<file path="config.mk">
export PLATFORM = sky130hd
export DESIGN_NAME = uart_alu_ctrl
export DESIGN_NICKNAME = d
export VERILOG_FILES = /design/src/rtl/uart_alu_ctrl.sv
export SDC_FILE = /design/constraint.sdc
export NUM_CORES = 1
export LEC_CHECK = 0
export ABC_AREA = 1
export CAP_MARGIN = 20
export CORE_ASPECT_RATIO = 2
export CORE_MARGIN = 3
export CORE_UTILIZATION = 52
export CTS_CLUSTER_DIAMETER = 80
export DETAILED_ROUTE_END_ITERATION = 10
export GPL_TIMING_DRIVEN = 0
export PLACE_DENSITY = 0.82
export SYNTH_ARGS = -nofsm -noshare
export SYNTH_HDL_FRONTEND = slang
export SYNTH_SLANG_ARGS = --single-unit
</file>
<file path="constraint.sdc">
create_clock -name clk -period 1.9 [get_ports clk]
set_input_delay 0.38 -clock clk [delete_from_list [all_inputs] [get_ports clk]]
set_output_delay 0.38 -clock clk [all_outputs]
set_load 0.01 [all_outputs]
</file>
<file path="src/rtl/uart_alu_ctrl.sv">
// Purpose : sequences three UART bytes (A, B, opcode) onto the ALU and sends the ALU result back.
// Latency : opcode rx_done_tick sampled at edge N -> tx_start high in cycle N+2 (one CALC cycle).
// Backpressure: no stalls; bytes arriving while busy are dropped and flagged by sticky overrun.
//
// Ports:
//   clk, reset            - clock, synchronous active-high reset
//   rx_done_tick, rx_data - received byte strobe and data
//   tx_done_tick          - transmitter finished the current byte
//   alu_result            - combinational ALU output computed from alu_a/alu_b/alu_op
//   alu_a, alu_b, alu_op  - registered ALU operands / opcode
//   tx_start, tx_data     - one-cycle start pulse and byte to send (held until tx_done_tick)
//   busy                  - high while computing or transmitting
//   overrun               - sticky flag: a received byte was dropped
//   timeout_tick          - one-cycle pulse when a partial frame is abandoned
module uart_alu_ctrl #(
    parameter int DATA_BITS      = 8,
    parameter int OP_BITS        = 6,
    parameter int TIMEOUT_CYCLES = 100000
) (
    input  logic                 clk,
    input  logic                 reset,
    input  logic                 rx_done_tick,
    input  logic [DATA_BITS-1:0] rx_data,
    input  logic                 tx_done_tick,
    input  logic [DATA_BITS-1:0] alu_result,
    output logic [DATA_BITS-1:0] alu_a,
    output logic [DATA_BITS-1:0] alu_b,
    output logic [OP_BITS-1:0]   alu_op,
    output logic                 tx_start,
    output logic [DATA_BITS-1:0] tx_data,
    output logic                 busy,
    output logic                 overrun,
    output logic                 timeout_tick
);

    typedef enum logic [2:0] {
        S_WAIT_A,
        S_WAIT_B,
        S_WAIT_OP,
        S_CALC,
        S_WAIT_TX
    } state_t;

    // Counter only ever needs to reach TIMEOUT_CYCLES-1.
    localparam int              CNT_W    = (TIMEOUT_CYCLES > 1) ? $clog2(TIMEOUT_CYCLES) : 1;
    localparam bit              TO_EN    = (TIMEOUT_CYCLES > 0);
    localparam logic [CNT_W-1:0] CNT_LAST = TO_EN ? CNT_W'(TIMEOUT_CYCLES - 1) : '0;

    state_t               state, state_nxt;
    logic [CNT_W-1:0]     cnt, cnt_nxt;
    logic [DATA_BITS-1:0] alu_a_nxt, alu_b_nxt, tx_data_nxt;
    logic [OP_BITS-1:0]   alu_op_nxt;
    logic                 tx_start_nxt, overrun_nxt, timeout_nxt;
    logic                 expired;

    assign expired = TO_EN && (cnt == CNT_LAST);
    assign busy    = (state == S_CALC) || (state == S_WAIT_TX);

    always_ff @(posedge clk) begin
        if (reset) begin
            state        <= S_WAIT_A;
            cnt          <= '0;
            alu_a        <= '0;
            alu_b        <= '0;
            alu_op       <= '0;
            tx_data      <= '0;
            tx_start     <= 1'b0;
            overrun      <= 1'b0;
            timeout_tick <= 1'b0;
        end else begin
            state        <= state_nxt;
            cnt          <= cnt_nxt;
            alu_a        <= alu_a_nxt;
            alu_b        <= alu_b_nxt;
            alu_op       <= alu_op_nxt;
            tx_data      <= tx_data_nxt;
            tx_start     <= tx_start_nxt;
            overrun      <= overrun_nxt;
            timeout_tick <= timeout_nxt;
        end
    end

    always_comb begin
        state_nxt    = state;
        cnt_nxt      = '0;          // cleared unless a waiting state counts up
        alu_a_nxt    = alu_a;
        alu_b_nxt    = alu_b;
        alu_op_nxt   = alu_op;
        tx_data_nxt  = tx_data;
        tx_start_nxt = 1'b0;
        overrun_nxt  = overrun;
        timeout_nxt  = 1'b0;

        case (state)
            S_WAIT_A: begin
                if (rx_done_tick) begin
                    alu_a_nxt = rx_data;
                    state_nxt = S_WAIT_B;
                end
            end
            S_WAIT_B: begin
                // A byte on the expiry cycle wins over the timeout.
                if (rx_done_tick) begin
                    alu_b_nxt = rx_data;
                    state_nxt = S_WAIT_OP;
                end else if (expired) begin
                    timeout_nxt = 1'b1;
                    state_nxt   = S_WAIT_A;
                end else if (TO_EN) begin
                    cnt_nxt = cnt + 1'b1;
                end
            end
            S_WAIT_OP: begin
                if (rx_done_tick) begin
                    alu_op_nxt = rx_data[OP_BITS-1:0];
                    state_nxt  = S_CALC;
                end else if (expired) begin
                    timeout_nxt = 1'b1;
                    state_nxt   = S_WAIT_A;
                end else if (TO_EN) begin
                    cnt_nxt = cnt + 1'b1;
                end
            end
            S_CALC: begin
                // ALU has had a full cycle to settle on the registered operands.
                tx_data_nxt  = alu_result;
                tx_start_nxt = 1'b1;
                state_nxt    = S_WAIT_TX;
                if (rx_done_tick) begin
                    overrun_nxt = 1'b1;
                end
            end
            S_WAIT_TX: begin
                if (tx_done_tick) begin
                    // A byte coinciding with tx completion starts the next frame.
                    if (rx_done_tick) begin
                        alu_a_nxt = rx_data;
                        state_nxt = S_WAIT_B;
                    end else begin
                        state_nxt = S_WAIT_A;
                    end
                end else if (rx_done_tick) begin
                    overrun_nxt = 1'b1;
                end
            end
            default: state_nxt = S_WAIT_A;
        endcase
    end

endmodule

</file>
==> summary.txt, run 1 <==
Run status
  – Outcome: finished, final reports clean

Timing
  – Final WS setup: 0.0805 ns
  – Final Cycle Share: approximately 96%
  – Clock skew: 0.00778 ns
  – Count of pins over their slew limit: 0
  – Minimum clock period: 1.82 ns
  – Unrepaired setup endpoints after global routing: no
  – Max Clock Freq: 550 MHz
  – Actual slew at the worst max-slew pin: roughly 0.42 ns
  – Slew HR: 72.1%
  – Final Hold Fails: 0
  – TNS Setup: 0 ns
  – Setup violations, final: 0
  – Hold_ws: roughly 0.46 ns

Logic synthesis
  – Syn Area/Cell: between 7 and 8 sq um
  – Yosys warning count: 0
  – Synthesized cell area: 2160 sq um
  – Post-Synth Simple-Gate Area: roughly a third
  – Adder-cell share of the synthesized area: less than 1%
  – Synth area leaders: dfxtp_1, nor2_1, o21ai_0
  – Syn_nets: 311
  – Synth top area share: 49.0%
  – Seq/Total Area, Yosys: 49.0%
  – Leading area contributor after synthesis: dfxtp_1
  – Distinct cell type count after synthesis: 29
  – Post-synthesis compound-gate area fraction: 11.6%
  – Cell count after synthesis: 290
  – Main combinational cell family by area after synthesis: simple AND/OR/NAND/NOR gates
  – Post-Synth XOR/XNOR Area: 1.62%
  – Yosys reg bits: 53
  – Multiplexer share of the synthesized area: 0%

Route
  – DR pass1 iterations: 4
  – Antenna-violating nets left: 0
  – Final WL: 5430 um
  – Wire length per cell: 13.5 um
  – Initial DRC Count: 37
  – Via density per instance: 5.14
  – Via count: 2,065
  – # DRC: 0

GRT
  – Initial antenna violation count: 0
  – First-pass GRT wire length: 8870 um
  – Total GRT Usage: a little under a quarter
  – Vias in the first global route: about 2,100
  – GRT overflow: 0
  – Largest net degree at the start of global routing: 17

Cells and area
  – Layout cells sized above 1: approximately 8.3%
  – Most frequent cells in the layout: nor2_1, dfxtp_1, clkdlybuf4s50_1
  – Most common cell after layout, fill and taps aside: nor2_1
  – Final nets: 371
  – # fillers: 333
  – Area growth syn-to-layout: 32.8%
  – Fin util: 73.2%
  – Antenna diodes: 0

Pwr
  – Final Power: 0.00227 W
  – Pwr/cell area: roughly 790 nW/um^2
  – Static Leak: 1.06 nW
  – Max IR drop VDD: ~700 uV
  – Internal Power: approximately 0.0017 W
  – Sw Share: 24.5%
  – Sw power: between 0.0005 and 0.0006 W
  – Clock Power Share: 33.4%
  – Seq pwr share: 52.3%
  – Logic pwr share: 14.3%

Setup path
  – Slowest stage delay, CP: 0.35 ns
  – Cell chain of the critical path: inv_1 > nor2_2 > nand2_1 > clkbuf_4 > nand2_1 > clkdlybuf4s15_1
  – Critical path startpoint category: flop
  – CP max stage cell: dfxtp_1
  – Worst path required time: approximately 1.5 ns
  – Worst-path maximum fanout: 10
  – Worst setup path class: reg2out
  – CP arrival: around 1.4 ns
  – Setup crit end kind: output port
  – Most used cell, CP: nand2_1

Floorplan
  – Top Ports: 54
  – Area of the die: 5020 sq um
  – # rows: 32
  – Core Area: 3920 sq um
  – Initial Util: a little under three fifths
  – Die W: 51.6 um
  – Die H: 97.2 um

Clocking
  – H-tree depth: 2
  – CTS root buf: clkbuf_8
  – CTS max path bufs: 2
  – Post-CTS Setup Inserts: 0
  – Clock-pin slew on the worst setup and hold paths: 0.09 ns
  – Clock Latency Late Sink: 0.30 ns
  – TritonCTS Sinks: 53
  – CTS tree: done
  – Hold_buf cts: 0
  – TritonCTS buffer count: 5

Place
  – PortBufs: 53
  – Placer Congestion: about 0.82
  – Placed wire-length estimate: 4290 um
  – Pre-CTS setup slack: 0.0349 ns

Run
  – Maxcap violations: 0

Min path
  – HP Class: reg2reg
[registers in the layout, indices dropped and copies added (netlist names)]
register	flops
alu_b	8
state	3
cnt	17
tx_start	1
overrun	1
tx_data	8
timeout_tick	1
alu_op	6
alu_a	8
[power by group through the flow]
stage | Sequential (W) | Combinational [W] | Clock (W)
final | 0.00119 | 0.000325 | 0.000758
after global routing | 0.00119 | 0.000358 | 0.000797
after floorplan | 0.00123 | 0.000134 | 0
after CTS | 0.00119 | 0.000327 | 0.000767
after detailed placement | 0.00121 | 0.000325 | 0
after global placement | 0.00121 | 0.000319 | 0
[routing by layer]
layer / vias up / share of wire, % / global-route usage, %
li1: 1040 / - / -
met1: 942 / 34 / 19.1
met2: 62 / 56 / 44.4
met3: 21 / 5.7 / 7.07
met4: 0 / 4.1 / 11.1
met5: - / 0 / 0
[final cells by class]
| type | instances | area (sq um) | share of cell area [%] |
|---|---|---|---|
| tap | 51 | 63.8 | 2.22 |
| multi-input combinational | 207 | 982 | 34.2 |
| clock inverter | 2 | 38.8 | 1.35 |
| buffer | 5 | 30.0 | 1.04 |
| inverter | 25 | 93.8 | 3.27 |
| sequential | 53 | 1060 | 37.0 |
| clock buffer | 6 | 72.6 | 2.53 |
| timing repair buffer | 53 | 531 | 18.5 |
[worst paths after layout]
| check | start | end | slack (ns) | cells past startpoint |
|---|---|---|---|---|
| setup reg to reg | cnt[0] | cnt[8] | 0.47 | 7 |
| hold / removal | cnt[0] | cnt[0] | 0.46 | 1 |
| setup / recovery | state[0] | busy | 0.08 | 6 |
| hold reg to reg | cnt[0] | cnt[0] | 0.46 | 1 |
[metrics by stage]
stage	area [sq um]	instances
detailed placement	2760	394
CTS	2870	402
global placement	2760	394
floorplan	2160	290
finish	2870	402
global route	2870	402
[cell usage after synthesis (all sizes together)]
library cell	count
or2	3
nand3b	1
nor3b	1
nand4	4
a21boi	1
xnor2	1
o21ai	32
nor3	4
buf	2
xor2	3
clkbuf	3
a21oi	12
nor2	93
inv	25
dfxtp	53
nand2	38
nand3	12
a22o	1
ha	1
[kinds of logic (layout without fill, tap and decap cells)]
group           count (synthesis)  in the layout
simple gates                  156            156
compound gates                 46             46
xor+xnor                        4              4
fa+ha+maj                       1              1
flops                          53             53
buf+inv                        30             91
[what timing repair did]
action / in CTS / in global routing
resized for setup: 1 / 3
cloned: 0 / 0
pin swaps: 0 / 0
setup endpoints to repair: 1 / 1
[critical path: cells and delay by family, from the launching register on]
kind                   cells  cell delay, ns
DFF                        1            0.35
and+or+nand+nor            3            0.30
buffers and inverters      3            0.50
Note: power is estimated with default switching activity, not from simulation.
==> inputs of run 2 (changes only) <==
--- a/config.mk
+++ b/config.mk
@@ -10,7 +10,6 @@
 export CORE_ASPECT_RATIO = 2
 export CORE_MARGIN = 3
 export CORE_UTILIZATION = 52
-export CTS_CLUSTER_DIAMETER = 80
 export DETAILED_ROUTE_END_ITERATION = 10
 export GPL_TIMING_DRIVEN = 0
 export PLACE_DENSITY = 0.82
==> results of run 2 <==
Final layout, timing and power as in run 1 (identical DEF).
==> inputs of run 3 (changes only) <==
--- a/config.mk
+++ b/config.mk
@@ -12,6 +12,7 @@
 export CORE_UTILIZATION = 52
 export DETAILED_ROUTE_END_ITERATION = 10
 export GPL_TIMING_DRIVEN = 0
+export HOLD_SLACK_MARGIN = 0.1
 export PLACE_DENSITY = 0.82
 export SYNTH_ARGS = -nofsm -noshare
 export SYNTH_HDL_FRONTEND = slang
==> results of run 3 <==
Final layout, timing and power as in run 1 (identical DEF).
